## src/rtl/uart_rx_frame_ctrl.sv

```systemverilog
// Frames the uart_rx byte stream (SYNC, LEN, payload, CSUM) into validated store-and-forward packets.
// Build option: define UART_RX_FRAME_CSUM_EN to require and check the trailing checksum byte.
module uart_rx_frame_ctrl #(
  parameter int unsigned DLEN    = 8,
  parameter int unsigned SYNC    = 'hA5,
  parameter int unsigned MAXLEN  = 16,
  parameter int unsigned TIMEOUT = 1000
) (
  input  logic            clk,
  input  logic            rstn,
  input  logic            i_rvalid,
  input  logic [DLEN-1:0] i_rdata,
  output logic            o_tvalid,
  input  logic            i_tready,
  output logic [DLEN-1:0] o_tdata,
  output logic            o_tlast,
  output logic            o_frame_ok,
  output logic            o_frame_err,
  output logic [2:0]      o_err_code,
  output logic            o_busy
);

  localparam int unsigned IW = (MAXLEN > 1) ? $clog2(MAXLEN) : 1;
  localparam int unsigned TW = $clog2(TIMEOUT + 1);
  localparam logic [DLEN-1:0] SYNC_B = DLEN'(SYNC);

  localparam logic [2:0] ERR_LEN     = 3'd1;
  localparam logic [2:0] ERR_CSUM    = 3'd2;
  localparam logic [2:0] ERR_TIMEOUT = 3'd3;
  localparam logic [2:0] ERR_OVERRUN = 3'd4;

  typedef enum logic [2:0] {
    HUNT    = 3'd0,
    LEN     = 3'd1,
    PAYLOAD = 3'd2,
    CSUM    = 3'd3,
    DRAIN   = 3'd4
  } state_t;

  state_t          state;
  logic [IW-1:0]   wr_idx;
  logic [IW-1:0]   rd_idx;
  logic [IW-1:0]   last_idx;
  logic [TW-1:0]   idle_cnt;
  logic [DLEN-1:0] mem [MAXLEN];
`ifdef UART_RX_FRAME_CSUM_EN
  logic [DLEN-1:0] csum;
`endif

  logic          in_frame;
  logic          timeout_hit;
  logic [IW-1:0] rd_next;

  assign in_frame    = (state == LEN) || (state == PAYLOAD) || (state == CSUM);
  assign timeout_hit = in_frame && !i_rvalid && (idle_cnt == TW'(TIMEOUT - 1));
  assign rd_next     = rd_idx + 1'b1;

  // NOTE: the payload buffer has no reset; every slot is written before it is read.
  always_ff @(posedge clk) begin
    if (state == PAYLOAD && i_rvalid) mem[wr_idx] <= i_rdata;
  end

  // NOTE: all state is updated with non-blocking assignments so every branch sees pre-edge values.
  always_ff @(posedge clk) begin
    if (!rstn) begin
      state       <= HUNT;
      wr_idx      <= '0;
      rd_idx      <= '0;
      last_idx    <= '0;
      idle_cnt    <= '0;
`ifdef UART_RX_FRAME_CSUM_EN
      csum        <= '0;
`endif
      o_tvalid    <= 1'b0;
      o_tdata     <= '0;
      o_tlast     <= 1'b0;
      o_frame_ok  <= 1'b0;
      o_frame_err <= 1'b0;
      o_err_code  <= '0;
      o_busy      <= 1'b0;
    end else begin
      o_frame_ok  <= 1'b0;
      o_frame_err <= 1'b0;
      if (in_frame) idle_cnt <= i_rvalid ? '0 : idle_cnt + 1'b1;

      if (timeout_hit) begin
        o_frame_err <= 1'b1;
        o_err_code  <= ERR_TIMEOUT;
        state       <= HUNT;
        o_busy      <= 1'b0;
      end else begin
        case (state)
          HUNT: begin
            if (i_rvalid && i_rdata == SYNC_B) begin
              state    <= LEN;
              idle_cnt <= '0;
              o_busy   <= 1'b1;
            end
          end
          LEN: begin
            if (i_rvalid) begin
              if (i_rdata == '0 || 32'(i_rdata) > MAXLEN) begin
                o_frame_err <= 1'b1;
                o_err_code  <= ERR_LEN;
                state       <= HUNT;
                o_busy      <= 1'b0;
              end else begin
                last_idx <= IW'(i_rdata - 1'b1);
`ifdef UART_RX_FRAME_CSUM_EN
                csum     <= i_rdata;
`endif
                wr_idx   <= '0;
                state    <= PAYLOAD;
              end
            end
          end
          PAYLOAD: begin
            if (i_rvalid) begin
`ifdef UART_RX_FRAME_CSUM_EN
              csum <= csum + i_rdata;
              if (wr_idx == last_idx) state <= CSUM;
              else wr_idx <= wr_idx + 1'b1;
`else
              if (wr_idx == last_idx) begin
                // A 1-byte frame is still being written this cycle, so bypass the buffer.
                o_frame_ok <= 1'b1;
                o_tvalid   <= 1'b1;
                o_tdata    <= (wr_idx == '0) ? i_rdata : mem[0];
                o_tlast    <= (last_idx == '0);
                rd_idx     <= '0;
                state      <= DRAIN;
              end else begin
                wr_idx <= wr_idx + 1'b1;
              end
`endif
            end
          end
          CSUM: begin
`ifdef UART_RX_FRAME_CSUM_EN
            if (i_rvalid) begin
              if (i_rdata == csum) begin
                o_frame_ok <= 1'b1;
                o_tvalid   <= 1'b1;
                o_tdata    <= mem[0];
                o_tlast    <= (last_idx == '0);
                rd_idx     <= '0;
                state      <= DRAIN;
              end else begin
                o_frame_err <= 1'b1;
                o_err_code  <= ERR_CSUM;
                state       <= HUNT;
                o_busy      <= 1'b0;
              end
            end
`else
            state  <= HUNT;
            o_busy <= 1'b0;
`endif
          end
          DRAIN: begin
            // uart_rx cannot be stalled, so a byte arriving now is lost and reported.
            if (i_rvalid) begin
              o_frame_err <= 1'b1;
              o_err_code  <= ERR_OVERRUN;
            end
            if (o_tvalid && i_tready) begin
              if (o_tlast) begin
                o_tvalid <= 1'b0;
                o_tlast  <= 1'b0;
                state    <= HUNT;
                o_busy   <= 1'b0;
              end else begin
                rd_idx  <= rd_next;
                o_tdata <= mem[rd_next];
                o_tlast <= (rd_next == last_idx);
              end
            end
          end
          default: begin
            state  <= HUNT;
            o_busy <= 1'b0;
          end
        endcase
      end
    end
  end

endmodule
```

## config.mk

```make
export PLATFORM = sky130hd
export DESIGN_NAME = uart_rx_frame_ctrl
export DESIGN_NICKNAME = d
export VERILOG_FILES = /design/src/rtl/uart_rx_frame_ctrl.sv
export SDC_FILE = /design/constraint.sdc
export NUM_CORES = 1
export LEC_CHECK = 0
export BUFFER_PORTS_ARGS = -buffer_cell sky130_fd_sc_hd__buf_2
export CORE_ASPECT_RATIO = 1.4
export CORE_MARGIN = 4
export CORE_UTILIZATION = 50
export CTS_CLUSTER_DIAMETER = 100
export DETAILED_ROUTE_END_ITERATION = 16
export PLACE_DENSITY_LB_ADDON = 0.3
export SYNTH_ARGS = -nofsm -noshare
export SYNTH_HDL_FRONTEND = slang
export SYNTH_SLANG_ARGS = --single-unit
```

## constraint.sdc

```tcl
create_clock -name clk -period 2.2 [get_ports clk]
set_clock_uncertainty 0.15 [all_clocks]
set_input_delay 0.22 -clock clk [delete_from_list [all_inputs] [get_ports clk]]
set_output_delay 0.22 -clock clk [all_outputs]
set_load 0.01 [all_outputs]
```

==> results of run 1 <==
[power by group]
part,total (mW),switching (mW),internal [mW],leakage [nW]
Combinational,0.134,0.0932,0.0403,1.40
Clock,3.14,1.23,1.91,0.295
Sequential,3.42,0.000129,3.42,1.48
Total,6.70,1.33,5.37,3.17
[what timing repair did]
| item | CTS | global route |
|---|---|---|
| hold endpoints to repair | 8 | 0 |
| setup endpoints to repair | 8 | 6 |
| pin swaps | 1 | 7 |
| hold buffers | 2 | 0 |
| cloned | 1 | 1 |
| buffers inserted | 0 | 3 |
| gates resized for setup | 6 | 9 |
[state kept, by name (all words and copies together), names as in the netlist]
signal / count
mem: 128
idle_cnt: 10
o_tdata: 8
last_idx: 4
rd_idx: 4
wr_idx: 4
o_err_code: 3
state: 3
o_busy: 1
o_frame_err: 1
o_frame_ok: 1
o_tlast: 1
o_tvalid: 1
[layout make-up]
cell class | count | area (µm²)
Tap cell | 185 | 231
Fill cell | 1044 | 5290
Inverter | 11 | 41.3
Clock inverter | 14 | 195
Timing Repair Buffer | 95 | 729
Clock buffer | 18 | 429
Sequential cell | 169 | 4670
Multi-Input combinational cell | 363 | 2510
[kinds of logic (layout without fill, tap and decap cells)]
kind of cell	Yosys count	after routing	synth area share, %
muxes	45	45	8.75
DFF	169	169	64.0
adders and majority gates	8	8	1.37
and+or+nand+nor	202	202	12.6
AOI/OAI and AO/OA	94	94	8.87
buffers and inverters	39	138	2.49
xor gates and xnor gates	14	14	1.89
[per-stage QoR]
step | setup WS, ps | cells | utilization, % | hold slack, ps | TNS [ps]
3_5_place_dp | -74.8 | 816 | 57.0 | 334 | -218
2_1_floorplan | -46.4 | 571 | - | 169 | -1100
5_1_grt | -23.3 | 855 | 62.5 | 16.4 | -53.9
6_report | 10.9 | 855 | 62.5 | 18.1 | 0
3_3_place_gp | -8.54 | 816 | 57.0 | 318 | -15.7
4_1_cts | 15.1 | 851 | 62.0 | 6.46 | 0
[cells in the mapped netlist (all sizes together), types with 8 or more instances]
library cell,n
a21oi,32
a31oi,13
a32oi,16
buf,12
clkbuf,16
dfxtp,41
edfxtp,128
ha,8
inv,11
mux2,10
mux2i,21
mux4,14
nand2,78
nand3,13
nor2,61
nor3,14
o21ai,10
xnor2,8
[how the worst max path moves through the flow]
stage,from,to,slack (ps),cells past startpoint
after global placement,rd_idx[1],o_tdata[6],-9,6
after global routing,rd_idx[1],o_tdata[6],-20,9
after floorplan,state[2],mem[2][0],-50,5
after CTS,rd_idx[1],o_tdata[7],20,8
final,rd_idx[1],o_tdata[7],10,9
after detailed placement,rd_idx[0],o_tdata[5],-70,8
[layer usage]
metal	global-route usage (%)	wire length, µm
met1	26.6	6840
met2	42.7	10100
met3	4.52	969
met4	8.80	505
met5	0	0
==> run summary, run 1 <==
TritonRoute pass-1 iters - 5
Final WL - 18400 µm
I/O Pins - 28
RSZ-0062 raised after global routing - yes
Most frequent cells in the layout - 128 x edfxtp_1, 78 x nand2_1, 60 x nor2_1, 60 x buf_4, 39 x dfxtp_1
R2R Path Start - rd_idx[1]
Cells after Synth - 571
Total number of vias - 5055
Clk pin slew, worst setup/hold paths - 70 ps
Core region area - 14100 µm²
Clock sink count - 169
Fin. Hold Viols - 0
P&R area growth vs syn - 20.9%
Clock root buffer - clkbuf_16
Max Fclk - 457 MHz
Hold_sp - rstn
Wirelength per Cell - 21.6 µm
Most common cell after layout, fill and taps aside - edfxtp_1
First-pass GRT wire length - 28200 µm
DRT antenna net count - 0
Layout cells sized above 1 - 25.1%
DP Area - 8040 µm²
CP bufs+invs - 2
H-Tree Depth - 4
Mapped Area - 7290 µm²
PortBufs - 27
Slowest stage delay, CP - 370 ps
Post-route cell area - 8810 µm²
Number of nets in the layout - 677
R2R Setup Slk - 10 ps
CTS Buf Count - 17
Critical Path RT - 2360 ps
Remaining Overflow, GRT - 0
RePlAce Congestion - 0.972
Die Y - 151 µm
CP cell instances - ha_4 > xor2_4 > buf_6 > buf_16 > mux2i_2 > a32oi_1 > a31oi_1 > nor2_1 > a221o_1
Max_cap viols - 0
Synth area leaders - edfxtp_1 53%, dfxtp_1 11%, mux4_2 4.3%
Vias in the first global route - 5073
Register area share after synthesis - 64.0%
Tightest Pin Transition - 559 ps
Average size of a mapped cell - 12.8 µm²
Number of remaining DRC errors - 0
Power consumption - 6.70 mW
Power per Cell Area - 760 nW/µm²
Ys flop type - edfxtp_1
Family with the most delay on the worst path - compound AO/OA/AOI/OAI gates
Die W - 110 µm
Critical setup path kind - reg2reg
Status - finished, final reports clean
Final Slew Violations - 0
Setup crit start kind - flip-flop
Maximum VDD drop - 468 µV
Synth Warn # - 0
# rows - 51
Endpoints failing setup - 0
Slew HR - 62.7%
Share of the synthesized area in the top cell type - 52.7%
Initial antenna violation count - 0
Leakage - 3.17 nW
HPWL after detailed placement - 12800 µm
Max clock buf depth - 2
R2R depth - 9
Worst EP arrival - 2350 ps
Pin count of the biggest net entering global routing - 30
Fin crit share - 99.5%
CTS tree - yes
Synthesized flop and latch total - 169
Worst flop-to-flop path endpoint - o_tdata[7]
Slowest stage cell on the critical path - dfxtp_4
Sink of the worst hold path - o_err_code[0]
Minimum clock period - 2190 ps
Full die area - 16600 µm²
CP Capture Type - flip-flop
CP Max Fanout - 11
Net Count, Synth - 591
Async set-reset flop share out of synthesis - 0%
Hold Path Class - in2reg
Iter 0 DRT Violations - 465
Initial Utilization - 51.7%
Worst hold path depth - 2
EDFF count, synth - 128
Antenna diode instance count - 0
Via/cell ratio - 5.91
Later-pin clock latency in the skew report - 420 ps
Dominant cell type by area after synthesis - edfxtp_1
Synth cell types - 53
Total Routing Usage GR - 23.4%
(Power assumes the default switching activity.)
==> inputs of run 2 (changes only) <==
Settings changed: BUFFER_PORTS_ARGS -buffer_cell sky130_fd_sc_hd__buf_2 to not set, CORE_ASPECT_RATIO 1.4 to not set, DONT_BUFFER_PORTS set to 1.
Clock period 2.2 ns to 2.15 ns, I/O delays scaled along.
==> run 2 against run 1 <==
Net effect: the flow now finishes with violations (negative setup slack); fmax is 0.21% lower; global-route usage hardly changed; count of clock-buffer cells in the layout stayed put; power is 3.8% higher; via count is 0.61% lower; first-iteration DRC count is 9.5% higher; final area is 1.7% higher; flip-flop and latch count stayed put; sequential power is 2% higher; critical path type unchanged.
==> run summary, run 2 (same netlist as run 1, synthesis figures left out) <==
Status - finished with violations
Failing checks - negative setup slack
Core region area - 14100 µm²
Wirelength per Cell - 22.1 µm
Non-Filler Instances - 840
Clock sink count - 169
Endpoints failing setup - 6
RSZ-0062 raised after global routing - yes
Tightest Pin Transition - 849 ps
Iter 0 DRT Violations - 509
Most common cell after layout, fill and taps aside - edfxtp_1
Later-pin clock latency in the skew report - 430 ps
Layout cells sized above 1 - 23.6%
Minimum clock period - 2190 ps
Clk pin slew, worst setup/hold paths - 70 ps
Vias in the first global route - 5024
Max Fclk - 456 MHz
RePlAce Congestion - 0.855
Die W - 129 µm
TritonRoute pass-1 iters - 5
Post-layout util - 63.6%
Pin count of the biggest net entering global routing - 22
Hold_sp - i_rdata[0]
Initial Utilization - 51.7%
PnR worst setup slack - -43.6 ps
Worst slack, placed - -90.4 ps
Hold_ws - 21.6 ps
Full die area - 16600 µm²
Slew HR - 43.2%
Clock root buffer - clkbuf_16
CTS tree - yes
Max reg flops - 128
Number of nets in the layout - 665
CTS Buf Count - 17
PortBufs - 0
Critical setup path kind - reg2reg
CP Max Fanout - 11
DP Cell Count - 787
First-pass GRT wire length - 28500 µm
R2R Path Start - rd_idx[0]
I/O Pins - 28
Die Y - 129 µm
Final WL - 18500 µm
Max_cap viols - 0
Fin crit share - 102%
Post-Route Setup TNS - -116 ps
Worst EP arrival - 2370 ps
Fillers - 1012
Critical Path RT - 2320 ps
Most flops, register - mem
Via/cell ratio - 5.98
Total Routing Usage GR - 23.3%
Setup crit start kind - flip-flop
Remaining Overflow, GRT - 0
R2R Setup Slk - -40 ps
Maximum VDD drop - 564 µV
Max clock buf depth - 2
Initial antenna violation count - 0
H-Tree Depth - 4
Power per Cell Area - 776 nW/µm²
HPWL after detailed placement - 11400 µm
Hold Path Class - in2reg
Fin. Hold Viols - 0
CP startpoint - rd_idx[0]
Number of remaining DRC errors - 0
Final Slew Violations - 0
Total number of vias - 5024
DRT antenna net count - 0
# rows - 43
Largest regs - mem (128), idle_cnt (10), o_tdata (8)
P&R area growth vs syn - 22.9%
Leakage - 3.15 nW
CP Capture Type - flip-flop
Most frequent cells in the layout - 128 x edfxtp_1, 74 x nand2_1, 60 x nor2_1
[run 2: cell count changes in the layout (fill, tap and decap cells not counted), moves of 3 or more]
cell	previous run	this run
buf_4	60	57
nand2_2	0	4
buf_2	27	0
a21oi_2	1	4
a21oi_1	31	28
buf_12	3	8
dlygate4sd3_1	2	12
nand2_1	78	74
[run 2: where the power goes]
| group | leakage, nW | internal [mW] | switching, mW |
|---|---|---|---|
| registers | 1.48 | 3.50 | 0.000190 |
| logic | 1.36 | 0.0342 | 0.0787 |
| clock network | 0.308 | 2.07 | 1.27 |
| total | 3.15 | 5.61 | 1.35 |
[run 2: worst max-delay path: stages, from the launching register on]
cell	delay (ps)
dfxtp_4	360
ha_4	180
xor2_4	170
buf_12	150
buf_4	140
buf_16	140
nand2_2	70
a32oi_2	140
a31oi_1	270
nor2_1	80
a211o_1	230
[run 2: cell type report]
type | instances | area [µm²] | area share (%)
flip-flops and latches | 169 | 4670 | 52.1
diodes | 2 | 5.00 | 0.0558
inverters | 11 | 41.3 | 0.461
clock buffers | 18 | 429 | 4.79
clock inverters | 14 | 219 | 2.44
well taps | 180 | 225 | 2.51
multi-input cells | 363 | 2560 | 28.5
repair buffers | 83 | 816 | 9.10
[run 2: path summary, 6_finish.rpt]
path	depth (start not counted)	end
worst max-delay path	10	o_tdata[3]
worst min-delay path	5	last_idx[3]
worst max register to register	10	o_tdata[3]
worst min register to register	2	wr_idx[1]
[run 2: through the flow]
step | power, mW | instance area, µm²
6_report | 6.95 | 8960
5_1_grt | 7.14 | 8960
4_1_cts | 6.99 | 8880
3_5_place_dp | 3.62 | 7960
3_3_place_gp | 3.62 | 7960
2_1_floorplan | 3.61 | 7300
[run 2: repair_timing]
item,4_1_cts,5_1_grt
cloned,2,0
endpoints found under the setup margin,8,9
pin swaps,7,17
gates resized for setup,20,10
hold buffers,12,0
buffers inserted,3,5
hold endpoints to repair,165,0
[run 2: layer usage]
layer  GRT usage (%)  up-vias  share of wire, %  wire, µm
met5               0        -                 0         0
met3            6.27       44               6.6      1230
met2            37.8      194                50      9300
li1                -     2292                 -         -
met1            29.8     2494                40      7400
met4            9.82        0               3.3       611
